[src/rtl/dcm_rst_seq_pkg.sv]
// ============================================================================
// Module   : dcm_rst_seq_pkg
// Purpose  : Shared state encoding and default timing constants for the
//            DCM reset sequencer.
// Revision : 1.0 - initial release
// ============================================================================
`default_nettype none

package dcm_rst_seq_pkg;

  typedef enum logic [2:0] {
    ST_RESET_DCM = 3'd0,
    ST_WAIT_LOCK = 3'd1,
    ST_SETTLE    = 3'd2,
    ST_RUN       = 3'd3,
    ST_FAIL      = 3'd4
  } state_t;

  localparam int c_def_rst_cycles    = 8;
  localparam int c_def_lock_timeout  = 65535;
  localparam int c_def_max_retry     = 4;
  localparam int c_def_settle_cycles = 1024;
  localparam int c_retry_w           = 4;

  // Width of the shared state timer: must hold the largest of the timed limits.
  function automatic int cnt_width(input int a, input int b, input int c);
    int m;
    m = a;
    if (b > m) m = b;
    if (c > m) m = c;
    return $clog2(m) + 1;
  endfunction

endpackage

`default_nettype wire

[src/rtl/sync2.sv]
// ============================================================================
// Module   : sync2
// Purpose  : Two-flop single-bit synchronizer, both flops reset to 0.
// Revision : 1.0 - initial release
// ============================================================================
`default_nettype none

module sync2 (
  input  logic clk,
  input  logic rst,
  input  logic i_d,
  output logic o_q
);

  logic r_meta;

  always_ff @(posedge clk or posedge rst) begin
    if (rst) begin
      r_meta <= 1'b0;
      o_q    <= 1'b0;
    end else begin
      r_meta <= i_d;
      o_q    <= r_meta;
    end
  end

endmodule

`default_nettype wire

[src/rtl/dcm_rst_seq.sv]
// ============================================================================
// Module   : dcm_rst_seq
// Purpose  : Pulses the DCM reset, waits for lock with bounded retries, lets
//            the lock settle, then releases the downstream system reset.
// Revision : 1.0 - initial release
// ============================================================================
`default_nettype none

module dcm_rst_seq
  import dcm_rst_seq_pkg::*;
#(
  parameter int RST_CYCLES    = c_def_rst_cycles,
  parameter int LOCK_TIMEOUT  = c_def_lock_timeout,
  parameter int MAX_RETRY     = c_def_max_retry,
  parameter int SETTLE_CYCLES = c_def_settle_cycles
) (
  input  logic       clk48,
  input  logic       rst,
  input  logic       dcm_lock_a,
  input  logic       restart,
  output logic       dcm_rst,
  output logic       sys_rst,
  output logic       ready,
  output logic       fail,
  output logic [3:0] retry_cnt
);

  localparam int c_cnt_w = cnt_width(RST_CYCLES, LOCK_TIMEOUT, SETTLE_CYCLES);

  localparam logic [c_cnt_w-1:0]   c_cnt_one   = c_cnt_w'(1);
  localparam logic [c_cnt_w-1:0]   c_rst_last  = c_cnt_w'(RST_CYCLES - 1);
  localparam logic [c_cnt_w-1:0]   c_lock_last = c_cnt_w'(LOCK_TIMEOUT - 1);
  // The WAIT_LOCK cycle that saw lock already counts as the first locked cycle.
  localparam logic [c_cnt_w-1:0]   c_settle_last = c_cnt_w'(SETTLE_CYCLES - 2);
  localparam logic [c_retry_w-1:0] c_retry_last  = c_retry_w'(MAX_RETRY - 1);
  localparam logic [c_retry_w-1:0] c_retry_max   = c_retry_w'(MAX_RETRY);

  state_t               r_state;
  logic [c_cnt_w-1:0]   r_cnt;
  logic [c_retry_w-1:0] r_retry;

  state_t               w_state_nxt;
  logic [c_cnt_w-1:0]   w_cnt_nxt;
  logic [c_retry_w-1:0] w_retry_nxt;
  logic                 w_attempt_fail;
  logic                 w_lock_s;

  sync2 u_lock_sync (
    .clk (clk48),
    .rst (rst),
    .i_d (dcm_lock_a),
    .o_q (w_lock_s)
  );

  always_comb begin
    w_state_nxt    = r_state;
    w_cnt_nxt      = r_cnt;
    w_retry_nxt    = r_retry;
    w_attempt_fail = 1'b0;

    case (r_state)
      ST_RESET_DCM: begin
        w_cnt_nxt = r_cnt + c_cnt_one;
        if (r_cnt == c_rst_last) w_state_nxt = ST_WAIT_LOCK;
      end
      ST_WAIT_LOCK: begin
        w_cnt_nxt = r_cnt + c_cnt_one;
        if (w_lock_s)                 w_state_nxt    = ST_SETTLE;
        else if (r_cnt == c_lock_last) w_attempt_fail = 1'b1;
      end
      ST_SETTLE: begin
        w_cnt_nxt = r_cnt + c_cnt_one;
        if (!w_lock_s) begin
          w_attempt_fail = 1'b1;
        end else if (r_cnt == c_settle_last) begin
          w_state_nxt = ST_RUN;
          w_retry_nxt = '0;
        end
      end
      ST_RUN: begin
        if (!w_lock_s) begin
          w_state_nxt = ST_RESET_DCM;
          w_retry_nxt = '0;
        end
      end
      ST_FAIL: begin
        w_state_nxt = ST_FAIL;
      end
      default: begin
        w_state_nxt = ST_RESET_DCM;
        w_retry_nxt = '0;
      end
    endcase

    if (w_attempt_fail) begin
      if (r_retry == c_retry_last) begin
        w_state_nxt = ST_FAIL;
        w_retry_nxt = c_retry_max;
      end else begin
        w_state_nxt = ST_RESET_DCM;
        w_retry_nxt = r_retry + 4'd1;
      end
    end

    // A restart overrides every other event seen in the same cycle.
    if (restart) begin
      w_state_nxt = ST_RESET_DCM;
      w_retry_nxt = '0;
    end

    if ((w_state_nxt != r_state) || restart) w_cnt_nxt = '0;
  end

  always_ff @(posedge clk48 or posedge rst) begin
    if (rst) begin
      r_state <= ST_RESET_DCM;
      r_cnt   <= '0;
      r_retry <= '0;
      dcm_rst <= 1'b1;
      sys_rst <= 1'b1;
      ready   <= 1'b0;
      fail    <= 1'b0;
    end else begin
      r_state <= w_state_nxt;
      r_cnt   <= w_cnt_nxt;
      r_retry <= w_retry_nxt;
      dcm_rst <= (w_state_nxt == ST_RESET_DCM);
      sys_rst <= (w_state_nxt != ST_RUN);
      ready   <= (w_state_nxt == ST_RUN);
      fail    <= (w_state_nxt == ST_FAIL);
    end
  end

  assign retry_cnt = r_retry;

endmodule

`default_nettype wire

[config.mk]
export PLATFORM = sky130hd
export DESIGN_NAME = dcm_rst_seq
export DESIGN_NICKNAME = d
export VERILOG_FILES = /design/src/rtl/dcm_rst_seq_pkg.sv /design/src/rtl/sync2.sv /design/src/rtl/dcm_rst_seq.sv
export SDC_FILE = /design/constraint.sdc
export NUM_CORES = 1
export LEC_CHECK = 0
export CORE_MARGIN = 2
export CORE_UTILIZATION = 51
export CTS_BUF_LIST = sky130_fd_sc_hd__clkbuf_16
export DETAILED_ROUTE_END_ITERATION = 12
export MAX_ROUTING_LAYER = met4
export PLACE_DENSITY = 0.8
export RECOVER_POWER = 100
export SLEW_MARGIN = 20
export SYNTH_ARGS = -nofsm -noshare
export SYNTH_HDL_FRONTEND = slang
export SYNTH_SLANG_ARGS = --single-unit
[constraint.sdc]
create_clock -name clk48 -period 1.9 [get_ports clk48]
set_input_delay 0.285 -clock clk48 [delete_from_list [all_inputs] [get_ports clk48]]
set_output_delay 0.285 -clock clk48 [all_outputs]
set_load 0.1 [all_outputs]
==> results of run 1 <==
-- logic make-up (layout without fill, tap and decap cells) --
kind of cell,Yosys count,in the layout,share of synthesized area [%]
and+or+nand+nor,80,80,26.50
DFF,30,30,47.48
AOI/OAI and AO/OA,18,18,10.02
xor gates and xnor gates,18,18,9.937
buffers and inverters,11,61,3.075
adders and majority gates,3,3,2.366
muxes,1,1,0.6309
-- worst max-delay path by stage --
stage | start | to
final | r_state[1]$_DFF_PP0_ | retry_cnt[3]$_DFFE_PP0P_
after global routing | r_state[1]$_DFF_PP0_ | r_cnt[11]$_DFFE_PP0P_
after CTS | r_state[1]$_DFF_PP0_ | r_cnt[9]$_DFFE_PP0P_
after detailed placement | r_cnt[1]$_DFFE_PP0P_ | r_cnt[11]$_DFFE_PP0P_
after global placement | r_cnt[1]$_DFFE_PP0P_ | r_cnt[7]$_DFFE_PP0P_
after floorplan | r_cnt[5]$_DFFE_PP0P_ | r_cnt[7]$_DFFE_PP0P_
-- power breakdown --
group / total [mW] / internal [mW] / leakage (nW) / switching (mW)
registers: 0.655 / 0.649 / 0.397 / 0.00653
logic: 0.101 / 0.0458 / 0.566 / 0.0550
clock network: 0.757 / 0.477 / 0.0672 / 0.281
-- critical path, stage by stage (launching register included) --
cell      delay, ns
dfrtp_1        0.40
or3_4          0.40
o41ai_4        0.47
buf_4          0.23
nand2b_4       0.06
or3_1          0.30
nand3_1        0.07
-- cells in the mapped netlist --
cell type / n
inv_1: 6
mux2i_1: 1
o21ai_0: 4
a21oi_1: 2
nor3b_1: 1
a22oi_1: 1
nand4_1: 6
o41a_1: 1
nand3_1: 5
dfrtp_1: 28
nor2b_1: 1
dfstp_2: 2
and3_1: 4
o31ai_4: 1
and4_1: 1
nand2_1: 13
nor4b_2: 1
nor2_1: 30
o21bai_1: 1
o31ai_1: 1
nor3_1: 6
nor4b_1: 3
nor4_1: 1
nand4_4: 1
nand2b_1: 3
and4_4: 1
xor2_1: 12
or3_1: 2
buf_6: 1
o22ai_1: 1
a22o_1: 2
o41ai_4: 1
or4_1: 1
clkbuf_1: 4
a211oi_1: 2
ha_1: 3
xnor2_1: 6
o211ai_1: 1
-- state kept, by name, indices dropped and copies added (netlist names) --
name and cells:
retry_cnt 4, fail 1, dcm_rst 1, u_lock_sync.r_meta 1
r_cnt 17, r_state 3, sys_rst 1, ready 1
u_lock_sync.o_q 1
-- per-layer routing --
metal | GRT usage, % | up-vias | part of all wire [%]
li1 | - | 655 | -
met1 | 31.30 | 701 | 38
met2 | 43.79 | 48 | 54
met3 | 8.009 | 14 | 5.6
met4 | 11.75 | 0 | 2.6
met5 | - | - | 0
-- area by class of cell --
type	count	area, sq um
Fill cell	195	780.7
Multi-Input combinational cell	120	902.1
Inverter	6	22.52
Tap cell	33	41.29
Clock inverter	3	16.27
Timing Repair Buffer	47	355.3
Clock buffer	5	125.1
Sequential cell	30	759.5
-- stage by stage --
stage	cell area (sq um)	worst slack, ns	util [%]	hold slack [ns]	std cells
after floorplan	1599	-0.07066	-	0.3164	161
after global placement	1987	-0.02975	66.17	0.3332	233
after detailed placement	1987	-0.09010	66.17	0.3347	233
after CTS	2198	-0.06513	73.21	0.3448	241
after global routing	2222	-0.1853	74.00	0.3674	244
final	2222	-0.1070	74.00	0.3462	244
-- what timing repair did --
item,4_1_cts,5_1_grt
cloned,0,0
pin swaps,4,6
endpoints found under the hold margin,0,0
endpoints found under the setup margin,21,25
gates resized for setup,14,12
buffers inserted,0,3
==> reports/metrics.csv, run 1 <==
stage,metric,value,unit
outcome,outcome,"finished, violations left",
outcome,failing checks,negative setup slack,
critical_path,kind of critical path,reg2reg,
global_route,largest net degree at the start of global routing,31,
clock_tree,CTS H-tree depth,2,
global_route,initial antenna violation count,0,
timing,Setup Skew,0.005487,ns
die,IO Count,12,
synthesis,"top cells by area, synth","dfrtp_1, nor2_1, xor2_1",
critical_path,Worst R2R Start,r_state[1]$_DFF_PP0_,
cells_and_area,NumNets Final,217,
place,HPWL Detailed,2.729,mm
clock_tree,Clock Tree Root,clkbuf_16,
clock_tree,Longest Clk Path Bufs,2,
critical_path,peak fanout along the critical path,4,
critical_path,r2r setup slk,-0.11,ns
critical_path,Critical Path Sink Type,flop,
power,VDD IR max,638.9,uV
critical_path,Critical R2R Capture,retry_cnt[3]$_DFFE_PP0P_,
routing,Vias/cell,5.811,
worst_hold_path,Worst Hold Launch,u_lock_sync.r_meta$_DFF_PP0_,
critical_path,crit start category,flop,
synthesis,sequential area share after synthesis,47.48,%
timing,Slew HR,50.75,%
synthesis,leading area contributor after synthesis,dfrtp_1,
worst_hold_path,Hold Path Stages,0,
timing,count of final setup violators,22,
timing,Final WS setup,-0.1070,ns
clock_tree,"Reg clk slew, reported paths",0.05,ns
critical_path,R2R cell count,6,
place,PortBufs,11,
global_route,GR Overflow Total,0,
die,Core Region,3003,sq um
power,static leakage power,1.030,nW
die,Die Area,3573,sq um
power,Pwr Density,681.0,nW/um^2
power,Final Power,1.513,mW
synthesis,Yosys top cell area share,44.16,%
cells_and_area,most frequent cells in the layout,"buf_4, nor2_1, dfrtp_1",
timing,Slew @ Worst Pin,0.7387,ns
die,die height,59.78,um
routing,Routed Antenna Nets,0,
clock_tree,clk_lat worst skew,0.28,ns
cells_and_area,ant diodes,0,
die,Initial Utilization,52.83,%
critical_path,WP data arrival,2.22,ns
routing,Iteration-0 DRC Markers,69,
timing,Final Max Slew Viols,0,
cells_and_area,layout cells sized above 1,38.39,%
place,Final GP Congestion,0.9412,
synthesis,Synth Instances,161,
global_route,vias in the first global route,1437,
clock_tree,CTS Buf Count,5,
cells_and_area,area grow syn2layout,40.06,%
global_route,global-route wire length before repair,6.817,mm
timing,f_max,498.3,MHz
routing,per-cell routed wire length,17.58,um
timing,"Min Clock Period, post-route",2.007,ns
run,Max Cap Viol,0,
routing,via count,1418,
clock_tree,"Hold-fix buffers, CTS",0,
timing,RSZ-0062 raised after global routing,true,
timing,Final Hold Vio Count,0,
worst_hold_path,WHS Endpoint,u_lock_sync.o_q$_DFF_PP0_,
synthesis,library cells used by synthesis,38,
routing,final WL,4.290,mm
synthesis,Synth Register Bits,30,
clock_tree,CTS tree,done,
critical_path,worst path required time,2.11,ns
synthesis,Mapped Area,1587,sq um
timing,setup_tns,-1.800,ns
routing,TritonRoute pass-1 iters,4,
die,row count,20,
worst_hold_path,Min-Delay Path Class,reg2reg,
die,Die Width,59.78,um
cells_and_area,"most common cell after layout, fill and taps aside",buf_4,
synthesis,syn_area_per_cell,9.854,sq um
global_route,GR Util All Layers,27.16,%
synthesis,YS warnings,0,
routing,Remaining DRCs,0,
clock_tree,number of clock sinks,30,
synthesis,Synthesized Nets,168,
timing,Tcrit/Tclk final,105.6,%
Power figures use the tool's default switching activity.
==> run 2, diff against run 1 <==
- CTS_CLUSTER_DIAMETER: unset -> 100
==> results of run 2 <==
No change in the layout: final DEF, timing and power equal those of run 1.
